===== src/rtl/conv_sequencer_if.sv =====
// Control and SRAM-side bundle of the convolution sequencer.
// master = environment / datapath side, slave = sequencer side.
interface conv_sequencer_if #(
  parameter int ADDR_W = 12,
  parameter int DIM_W  = 8
);
  logic              dut_run;
  logic [2:0]        k_size;
  logic              stride2;
  logic              dut_busy;
  logic [ADDR_W-1:0] rd_addr;
  logic [15:0]       rd_data;
  logic [DIM_W-1:0]  nrows_q;
  logic [DIM_W-1:0]  ncols_q;
  logic              row_load;
  logic [DIM_W-1:0]  col_idx;
  logic              win_valid;
  logic              wr_en;
  logic [ADDR_W-1:0] wr_addr;
  logic              skip_err;

  modport master (
    output dut_run, k_size, stride2, rd_data,
    input  dut_busy, rd_addr, nrows_q, ncols_q, row_load, col_idx,
           win_valid, wr_en, wr_addr, skip_err
  );
  modport slave (
    input  dut_run, k_size, stride2, rd_data,
    output dut_busy, rd_addr, nrows_q, ncols_q, row_load, col_idx,
           win_valid, wr_en, wr_addr, skip_err
  );
endinterface


===== src/rtl/conv_sequencer.sv =====
// Walks a list of images in SRAM, feeding K rows then S rows per output row to a
// sliding-window datapath and emitting one output-row write per window row.
module conv_sequencer #(
  parameter int ADDR_W = 12,
  parameter int DIM_W  = 8,
  parameter int KMAX   = 5
) (
  input logic              clk,
  input logic              reset,
  conv_sequencer_if.slave  bus
);
  typedef enum logic [3:0] {
    IDLE, DIMR, DIMC, CHK, FILL, COLS, ROWEND, ADV, SKIP, DONE
  } state_t;

  state_t            state_q, state_d;
  logic [ADDR_W-1:0] img_ptr_q, img_ptr_d;
  logic [ADDR_W-1:0] rd_addr_q, rd_addr_d;
  logic [ADDR_W-1:0] wr_addr_q, wr_addr_d;
  logic [DIM_W-1:0]  nrows_q, nrows_d, ncols_q, ncols_d;
  logic [DIM_W-1:0]  k_q, k_d;
  logic              s2_q, s2_d;
  logic [DIM_W-1:0]  cnt_q, cnt_d;
  logic [DIM_W-1:0]  fill_n_q, fill_n_d;
  logic [DIM_W-1:0]  col_q, col_d;
  logic [DIM_W-1:0]  orow_q, orow_d;
  logic              busy_q, busy_d;

  logic [DIM_W-1:0]  k_eff, s_w, or_w, oc_w;
  logic [ADDR_W-1:0] next_img;

  always_comb begin
    if (bus.k_size == 3'd0)                     k_eff = DIM_W'(1);
    else if (DIM_W'(bus.k_size) > DIM_W'(KMAX)) k_eff = DIM_W'(KMAX);
    else                                        k_eff = DIM_W'(bus.k_size);
  end

  // Dimensions are only consumed after CHK has guaranteed nrows/ncols >= K.
  assign s_w      = s2_q ? DIM_W'(2) : DIM_W'(1);
  assign or_w     = ((nrows_q - k_q) >> s2_q) + DIM_W'(1);
  assign oc_w     = ((ncols_q - k_q) >> s2_q) + DIM_W'(1);
  assign next_img = img_ptr_q + ADDR_W'(2) + ADDR_W'(nrows_q);

  always_comb begin
    state_d   = state_q;
    img_ptr_d = img_ptr_q;
    rd_addr_d = rd_addr_q;
    wr_addr_d = wr_addr_q;
    nrows_d   = nrows_q;
    ncols_d   = ncols_q;
    k_d       = k_q;
    s2_d      = s2_q;
    cnt_d     = cnt_q;
    fill_n_d  = fill_n_q;
    col_d     = col_q;
    orow_d    = orow_q;
    busy_d    = busy_q;
    case (state_q)
      IDLE: if (bus.dut_run) begin
        k_d = k_eff; s2_d = bus.stride2;
        img_ptr_d = '0; wr_addr_d = '0; rd_addr_d = '0;
        busy_d = 1'b1; state_d = DIMR;
      end
      DIMR: begin
        rd_addr_d = img_ptr_q + ADDR_W'(1);
        state_d   = DIMC;
      end
      DIMC: begin
        if (bus.rd_data == 16'hFFFF) state_d = DONE;
        else begin
          nrows_d   = bus.rd_data[DIM_W-1:0];
          rd_addr_d = img_ptr_q + ADDR_W'(2);
          state_d   = CHK;
        end
      end
      CHK: begin
        ncols_d = bus.rd_data[DIM_W-1:0];
        if (nrows_q < k_q || ncols_d < k_q) state_d = SKIP;
        else begin
          cnt_d = '0; fill_n_d = k_q; orow_d = '0; state_d = FILL;
        end
      end
      // Reads issue on cnt 0..n-1; each returns a cycle later, hence n+1 cycles.
      FILL: begin
        if (cnt_q == fill_n_q) begin
          cnt_d = '0; col_d = '0; state_d = COLS;
        end else begin
          rd_addr_d = rd_addr_q + ADDR_W'(1);
          cnt_d     = cnt_q + DIM_W'(1);
        end
      end
      COLS: begin
        col_d = col_q + s_w;
        cnt_d = cnt_q + DIM_W'(1);
        if (cnt_q == oc_w - DIM_W'(1)) begin
          cnt_d = '0; col_d = '0; state_d = ROWEND;
        end
      end
      ROWEND: begin
        wr_addr_d = wr_addr_q + ADDR_W'(1);
        if (orow_q == or_w - DIM_W'(1)) state_d = ADV;
        else begin
          orow_d = orow_q + DIM_W'(1);
          fill_n_d = s_w; cnt_d = '0; state_d = FILL;
        end
      end
      ADV, SKIP: begin
        img_ptr_d = next_img;
        rd_addr_d = next_img;
        state_d   = DIMR;
      end
      DONE: begin
        busy_d  = 1'b0;
        state_d = IDLE;
      end
      default: state_d = IDLE;
    endcase
  end

  always_ff @(posedge clk) begin
    if (reset) begin
      state_q <= IDLE;   img_ptr_q <= '0; rd_addr_q <= '0; wr_addr_q <= '0;
      nrows_q <= '0;     ncols_q <= '0;   k_q <= DIM_W'(1); s2_q <= 1'b0;
      cnt_q <= '0;       fill_n_q <= '0;  col_q <= '0;     orow_q <= '0;
      busy_q <= 1'b0;
    end else begin
      state_q <= state_d; img_ptr_q <= img_ptr_d; rd_addr_q <= rd_addr_d;
      wr_addr_q <= wr_addr_d; nrows_q <= nrows_d; ncols_q <= ncols_d;
      k_q <= k_d; s2_q <= s2_d; cnt_q <= cnt_d; fill_n_q <= fill_n_d;
      col_q <= col_d; orow_q <= orow_d; busy_q <= busy_d;
    end
  end

  assign bus.dut_busy  = busy_q;
  assign bus.rd_addr   = rd_addr_q;
  assign bus.wr_addr   = wr_addr_q;
  assign bus.nrows_q   = nrows_q;
  assign bus.ncols_q   = ncols_q;
  assign bus.col_idx   = col_q;
  assign bus.row_load  = (state_q == FILL) && (cnt_q != '0);
  assign bus.win_valid = (state_q == COLS);
  assign bus.wr_en     = (state_q == ROWEND);
  assign bus.skip_err  = (state_q == SKIP);
endmodule

===== src/flat_wrapper.sv =====
// flat-port wrapper written by rule: the top's interface ports become plain ports
module conv_sequencer_flat 
#(
  parameter int ADDR_W = 12,
  parameter int DIM_W  = 8,
  parameter int KMAX   = 5
)
  (clk, reset, bus_dut_run, bus_k_size, bus_stride2, bus_rd_data, bus_dut_busy, bus_rd_addr, bus_nrows_q, bus_ncols_q, bus_row_load, bus_col_idx, bus_win_valid, bus_wr_en, bus_wr_addr, bus_skip_err);
  conv_sequencer_if #(.ADDR_W(ADDR_W), .DIM_W(DIM_W)) bus_i ();
  input logic clk;
  input logic reset;
  input wire logic [$bits(bus_i.dut_run)-1:0] bus_dut_run;
  input wire logic [$bits(bus_i.k_size)-1:0] bus_k_size;
  input wire logic [$bits(bus_i.stride2)-1:0] bus_stride2;
  input wire logic [$bits(bus_i.rd_data)-1:0] bus_rd_data;
  output wire logic [$bits(bus_i.dut_busy)-1:0] bus_dut_busy;
  output wire logic [$bits(bus_i.rd_addr)-1:0] bus_rd_addr;
  output wire logic [$bits(bus_i.nrows_q)-1:0] bus_nrows_q;
  output wire logic [$bits(bus_i.ncols_q)-1:0] bus_ncols_q;
  output wire logic [$bits(bus_i.row_load)-1:0] bus_row_load;
  output wire logic [$bits(bus_i.col_idx)-1:0] bus_col_idx;
  output wire logic [$bits(bus_i.win_valid)-1:0] bus_win_valid;
  output wire logic [$bits(bus_i.wr_en)-1:0] bus_wr_en;
  output wire logic [$bits(bus_i.wr_addr)-1:0] bus_wr_addr;
  output wire logic [$bits(bus_i.skip_err)-1:0] bus_skip_err;
  assign bus_i.dut_run = bus_dut_run;
  assign bus_i.k_size = bus_k_size;
  assign bus_i.stride2 = bus_stride2;
  assign bus_i.rd_data = bus_rd_data;
  assign bus_dut_busy = bus_i.dut_busy;
  assign bus_rd_addr = bus_i.rd_addr;
  assign bus_nrows_q = bus_i.nrows_q;
  assign bus_ncols_q = bus_i.ncols_q;
  assign bus_row_load = bus_i.row_load;
  assign bus_col_idx = bus_i.col_idx;
  assign bus_win_valid = bus_i.win_valid;
  assign bus_wr_en = bus_i.wr_en;
  assign bus_wr_addr = bus_i.wr_addr;
  assign bus_skip_err = bus_i.skip_err;
  conv_sequencer #(.ADDR_W(ADDR_W), .DIM_W(DIM_W), .KMAX(KMAX)) u_core (.clk(clk), .reset(reset), .bus(bus_i));
endmodule

===== config.mk =====
export PLATFORM = sky130hd
export DESIGN_NAME = conv_sequencer_flat
export DESIGN_NICKNAME = d
export VERILOG_FILES = /design/src/rtl/conv_sequencer_if.sv /design/src/rtl/conv_sequencer.sv /design/src/flat_wrapper.sv
export SDC_FILE = /design/constraint.sdc
export NUM_CORES = 1
export LEC_CHECK = 0
export CORE_MARGIN = 2
export CORE_UTILIZATION = 35
export DETAILED_ROUTE_END_ITERATION = 12
export PLACE_DENSITY = 0.66
export SETUP_SLACK_MARGIN = 0.4
export SKIP_CTS_REPAIR_TIMING = 1
export SYNTH_ARGS = -nofsm -noshare
export SYNTH_HDL_FRONTEND = slang
export SYNTH_SLANG_ARGS = --single-unit

===== constraint.sdc =====
create_clock -name clk -period 2.9 [get_ports clk]
set_input_delay 0.435 -clock clk [delete_from_list [all_inputs] [get_ports clk]]
set_output_delay 0.435 -clock clk [all_outputs]
set_load 0.005 [all_outputs]

[Word-level counts from Yosys, hierarchy flattened]
Index checks and enable logic that the tools add are counted.
Cells by class
  mux-type cells: 31
  equality and inequality tests: 20
  add/subtract/negate cells: 14
  reductions and logical operators: 23
  bitwise logic cells: 1
  shift operators: 2
  magnitude comparators: 3
Operator list (number)
  $mux 8: 10
  $pmux 12 s5: 1
  $pmux 12 s2: 2
  $pmux 8 s2: 3
  $add 12x1->12 const B: 3
  $mux 12: 3
  $add 8x1->8 const B: 4
  $pmux 4 s8: 1
  $pmux 8 s4: 1
  $eq 8x8->1: 3
  $mux 4: 5
  $eq 16x16->1 const B: 1
  $eq 4x3->1 const B: 4
  $lt 8x8->1: 2
  $shr 8x1->8: 2
  $sub 8x1->8 const B: 2
  $sub 8x8->8: 2
  $add 12x2->12 const B: 1
  $add 12x8->12: 1
  $reduce_and 2->1: 6
  $ne 2x2->1 const B: 5
  $reduce_bool 2->1: 5
  $reduce_and 3->1: 3
  $add 8x8->8: 1
  19 further kinds: 23
Storage, ports and cells
  bits of input ports: 23
  output and inout bits: 53
  word-level logic and storage cells: 107
  flip-flop bits (word level): 98

[Longest topological paths before layout]
  word-level depth: 7
  gate-level depth with buffers: 13
  mapped depth without buffers: 11

[Least setup slack after synthesis]
No wires, ideal clock.
  path kind: reg-to-reg
  start point: reg u_core.k_q[2]
  end point: reg u_core.cnt_q[6]
  setup time: 133 ps
  arrival: 2684 ps
  period minus slack after synthesis: 2817 ps
  required time: 2767 ps
  path buffers: 1
  setup slack: 83 ps
  stages on the path, launching flop included: 12
  path through: dfxtp_1 -> inv_1 -> ha_1 -> a211o_4 -> nor4_1 -> xnor2_1 -> o221ai_1 -> a221oi_1 -> a31oi_2 -> buf_6 -> o2111ai_2 -> o311ai_1
Between the ends
  word-level cells in the longest chain between the ends: 7
  elaborated cells on any way between the ends: 18
  those cells by class: add/sub: 6; order compare: 2; eq/ne: 4; shift: 2; mux: 2; reduce/logical: 2
Ends and longest elaborated chain
  start, declared: line conv_sequencer.sv:21  | logic [DIM_W-1:0] k_q, k_d;
  start signal, assigned: line conv_sequencer.sv:123  | nrows_q <= '0; ncols_q <= '0; k_q <= DIM_W'(1); s2_q <= 1'b0;
  start signal, assigned: line conv_sequencer.sv:129  | k_q <= k_d; s2_q <= s2_d; cnt_q <= cnt_d; fill_n_q <= fill_n_d;
  $sub 8x8->8 (on tied branches): line conv_sequencer.sv:41, conv_sequencer.sv:40
  $shr 8x1->8 (on tied branches): line conv_sequencer.sv:41, conv_sequencer.sv:40
  $add 8x1->8 (on tied branches): line conv_sequencer.sv:41, conv_sequencer.sv:40
  $sub 8x1->8 (on tied branches): line conv_sequencer.sv:95, conv_sequencer.sv:101
  $eq 8x8->1 (on tied branches): line conv_sequencer.sv:95, conv_sequencer.sv:101
  $mux 8 / $ne 2x2->1 (equally long branches)
  $pmux 8 s4 / $reduce_and 3->1 (equally long branches)
  end signal, assigned: line conv_sequencer.sv:124  | cnt_q <= '0; fill_n_q <= '0; col_q <= '0; orow_q <= '0;
  end signal, assigned: line conv_sequencer.sv:129
  end, declared: line conv_sequencer.sv:23  | logic [DIM_W-1:0] cnt_q, cnt_d;
Several ways; a longest one is shown, not always the timed one.
A chain may end at the register's enable or synchronous reset.

[Worst setup path after layout]
  start point: reg u_core.nrows_q[0] (netlist: u_core.bus.nrows_q[0])
  end point: reg u_core.fill_n_q[1]
Between the ends
  word-level cells in the longest chain between the ends: 7
  elaborated cells on any way between the ends: 10
  those cells by class: add/sub: 3; order compare: 1; eq/ne: 3; shift: 1; reduce/logical: 2
Ends and longest elaborated chain
  start, declared: line conv_sequencer.sv:20  | logic [DIM_W-1:0] nrows_q, nrows_d, ncols_q, ncols_d;
  start signal, assigned: line conv_sequencer.sv:128  | wr_addr_q <= wr_addr_d; nrows_q <= nrows_d; ncols_q <= ncols_d;
  $sub 8x8->8: line conv_sequencer.sv:40  | assign or_w = ((nrows_q - k_q) >> s2_q) + DIM_W'(1);
  $shr 8x1->8: line conv_sequencer.sv:40
  $add 8x1->8: line conv_sequencer.sv:40
  $sub 8x1->8: line conv_sequencer.sv:101  | if (orow_q == or_w - DIM_W'(1)) state_d = ADV;
  $eq 8x8->1: line conv_sequencer.sv:101
  $ne 2x2->1 (no line)
  $reduce_and 3->1 (no line) *
  end signal, assigned: line conv_sequencer.sv:124
  end signal, assigned: line conv_sequencer.sv:129
  end, declared: line conv_sequencer.sv:24  | logic [DIM_W-1:0] fill_n_q, fill_n_d;
Every way passes the cells marked *; elsewhere a longest branch is shown, timed or not.

==> flow_metrics.py <==
metrics = {
    "power": {
        "power_mw": 3.168,
        "power_density_mw_per_mm2": 376.4,
        "p_leak_nw": 2.997,
        "irDropWorstVdd_uv": 327.5,
    },
    "sta": {
        "hold_ws_ns": 0.4760,
        "setup_ws_ns": -0.02350,
        "fin_crit_ns": 2.924,
        "hold_viol": 0,
        "worstMarginPinSlew_ns": 0.9974,
        "slew_headroom": 0.3326,
        "finalCritPeriodShare": 1.008,
        "slew_viol_final": 0,
        "setup_violations": 5,
        "rsz0062_at_grt": "true",
        "fmax_mhz": 342.1,
        "skew_ns": 0.007448,
    },
    "layout": {
        "drive_above_1_share": 0.2130,
        "final_common_cell": "nand2_1",
        "fin_nets": 973,
        "layout_common_cells": "88 x nand2_1, 83 x nor2_1, 73 x clkdlybuf4s50_1, 72 x dfxtp_1, 67 x a21oi_1",
        "area_delta_synth_final_pct": 37.17,
        "antenna_cells": 0,
    },
    "yosys": {
        "seq_area_frac_synth": 0.2871,
        "synth_edf_count": 0,
        "synth_fp_nets": 853,
        "syn_inst": 801,
        "ys_ff_latch": 88,
        "ys_async_sr_fraction": 0,
        "syn_area_mm2": 0.006136,
        "synth_cell_types": 74,
        "syn_area_per_cell_um2": 7.660,
        "synth-main-ff-cell": "dfxtp_1",
        "ys.warnings.count": 0,
    },
    "floorplanning": {
        "core_mm2": 0.01724,
        "die_x_um": 136.4,
        "chipHeight_um": 136.4,
        "initial_core_util": 0.3560,
        "pin_count": 76,
        "fp-row-count": 48,
        "die_area_mm2": 0.01861,
    },
    "worst_hold_path": {
        "worstHoldPathType": "register to register",
        "worstHoldStart": "u_core.bus.rd_addr[6]",
    },
    "routing": {
        "drt-total-wl_mm": 19.38,
        "drc_errors": 0,
        "drt_pre_antenna_iters": 5,
        "routedWlPerCell_um": 16.85,
        "drt_iter0_drc": 446,
        "viasPerCell": 5.639,
        "vias": 6485,
        "postRouteAntennaNets": 0,
    },
    "placed_design": {
        "port_buffers": 75,
        "dp_hpwl_mm": 13.73,
        "place_congestion": 0.8893,
    },
    "setup_path": {
        "startpoint": "u_core.bus.nrows_q[0]",
        "max_stage_delay_ns": 0.44,
        "cp_cell_sequence": "inv_2 -> ha_4 -> fa_2 -> nor2b_4 -> nor4_2 -> a41o_1 -> or3_1 -> a221oi_2 -> o2111a_2 -> buf_4 -> nor2_1 -> a211oi_1",
        "crit_path_end_kind": "register",
        "critical_path_class": "register to register",
        "critical_path_required_ns": 3.16,
        "slowest_stage": "fa_2",
        "startpoint_type": "register",
        "crit_arrival_ns": 3.18,
        "r2r-start": "u_core.bus.nrows_q[0]",
        "cp_top_family": "compound AO/OA/AOI/OAI gates",
        "cp_max_fo": 6,
        "crit_buf_inv": 2,
    },
    "cts": {
        "cts_tree": "done",
        "cts-buffers-inserted": 9,
        "cts_max_level": 3,
        "cts_root_buf": "clkbuf_16",
        "clkSlewWorstSetupHoldPaths_ns": 0.07,
        "clockBufferDepth": 2,
        "clock_latency_ns": 0.35,
        "clock-sinks": 88,
    },
    "run_status": {
        "status": "complete, but fails checks",
        "violations": "setup timing",
    },
    "global_routing": {
        "grt_pass1_vias": 5849,
        "grt_pass1_wl_mm": 29.09,
        "antenna_found_initial": 0,
        "grt.total_usage": 0.1992,
        "overflow": 0,
        "grt_max_degree": 82,
    },
    "flow_run": {
        "maxCapViolations": 0,
    },
}
[cell type report]
class	count	area, µm²
clock inverter	4	47.55
timing repair buffer	149	1404
tap	225	281.5
sequential	88	1797
fill	1665	8820
inverter	30	112.6
clock buffer	11	232.7
multi-input combinational	643	4542
[worst register-to-register path, delay by kind of cell (launching register included)]
kind                     cells  cell delay [ns]
adder cells (fa/ha/maj)      2             0.60
AND/OR/NAND/NOR              4             0.59
AO/OA/AOI/OAI                4             1.10
buffers and inverters        2             0.20
flip-flops                   1             0.34
[synthesized netlist by cell type (all sizes together), types with 10 or more instances]
| library cell | instances | area [µm²] |
|---|---|---|
| a21oi | 73 | 365.4 |
| nand4 | 13 | 81.33 |
| nand2 | 90 | 337.8 |
| dfxtp | 88 | 1762 |
| buf | 14 | 83.83 |
| or3 | 10 | 62.56 |
| o21ai | 43 | 215.2 |
| inv | 29 | 108.9 |
| nor2 | 90 | 342.8 |
| ha | 25 | 312.8 |
| and3 | 15 | 93.84 |
| nor2b | 12 | 75.07 |
| nor3 | 16 | 80.08 |
| xnor2 | 27 | 236.5 |
| a31oi | 15 | 100.1 |
| nand3 | 31 | 155.2 |
| xor2 | 19 | 166.4 |
| mux2i | 23 | 230.2 |
| a22oi | 11 | 82.58 |
| clkbuf | 26 | 97.59 |
[layer usage]
metal	up-vias	share of wire	track usage
met5	-	0	0
met1	3096	0.46	0.2611
met3	42	0.054	0.04325
met4	0	0.030	0.07755
li1	3154	-	-
met2	193	0.46	0.3191
[per-stage QoR]
step           utilization  area, µm²  setup TNS (ns)  instances  setup WS [ns]
3_3_place_gp        0.4337       7475               0       1109        0.08586
2_1_floorplan            -       6241               0        801         0.3367
3_5_place_dp        0.4337       7475               0       1109        0.06019
6_report            0.4883       8417        -0.04564       1150       -0.02350
5_1_grt             0.4883       8417          -2.009       1150        -0.1488
4_1_cts             0.4499       7755               0       1124        0.04369
[state kept, by name, summed over array words and instances (netlist names), 8 cells and up]
name / flops
u_core.bus.rd_addr: 12
u_core.bus.wr_addr: 12
u_core.img_ptr_q: 12
u_core.bus.col_idx: 8
u_core.bus.ncols_q: 8
u_core.bus.nrows_q: 8
u_core.cnt_q: 8
u_core.orow_q: 8
[cell families after synthesis]
| group | share of synthesized area |
|---|---|
| AO/OA/AOI/OAI | 0.2363 |
| multiplexers | 0.04119 |
| flip-flops | 0.2871 |
| adder cells (fa/ha/maj) | 0.06403 |
| buffers and inverters | 0.04792 |
| XOR/XNOR | 0.06954 |
| AND/OR/NAND/NOR | 0.2539 |
[power by group]
part	leakage, nW	switching (mW)	internal (mW)	total (mW)
combinational	2.14	0.421	0.324	0.745
clock	0.135	0.505	0.661	1.17
sequential	0.719	0.0322	1.22	1.26
total	3.00	0.957	2.21	3.17
[final timing paths]
path	endpoint	slack, ns	cells past startpoint
max	u_core.fill_n_q[1]	-0.02	12
min	u_core.bus.rd_addr[6]	0.48	2
max reg2reg	u_core.fill_n_q[1]	-0.02	12
min reg2reg	u_core.bus.rd_addr[6]	0.48	2
No activity file was read; power rests on OpenSTA's default activity.
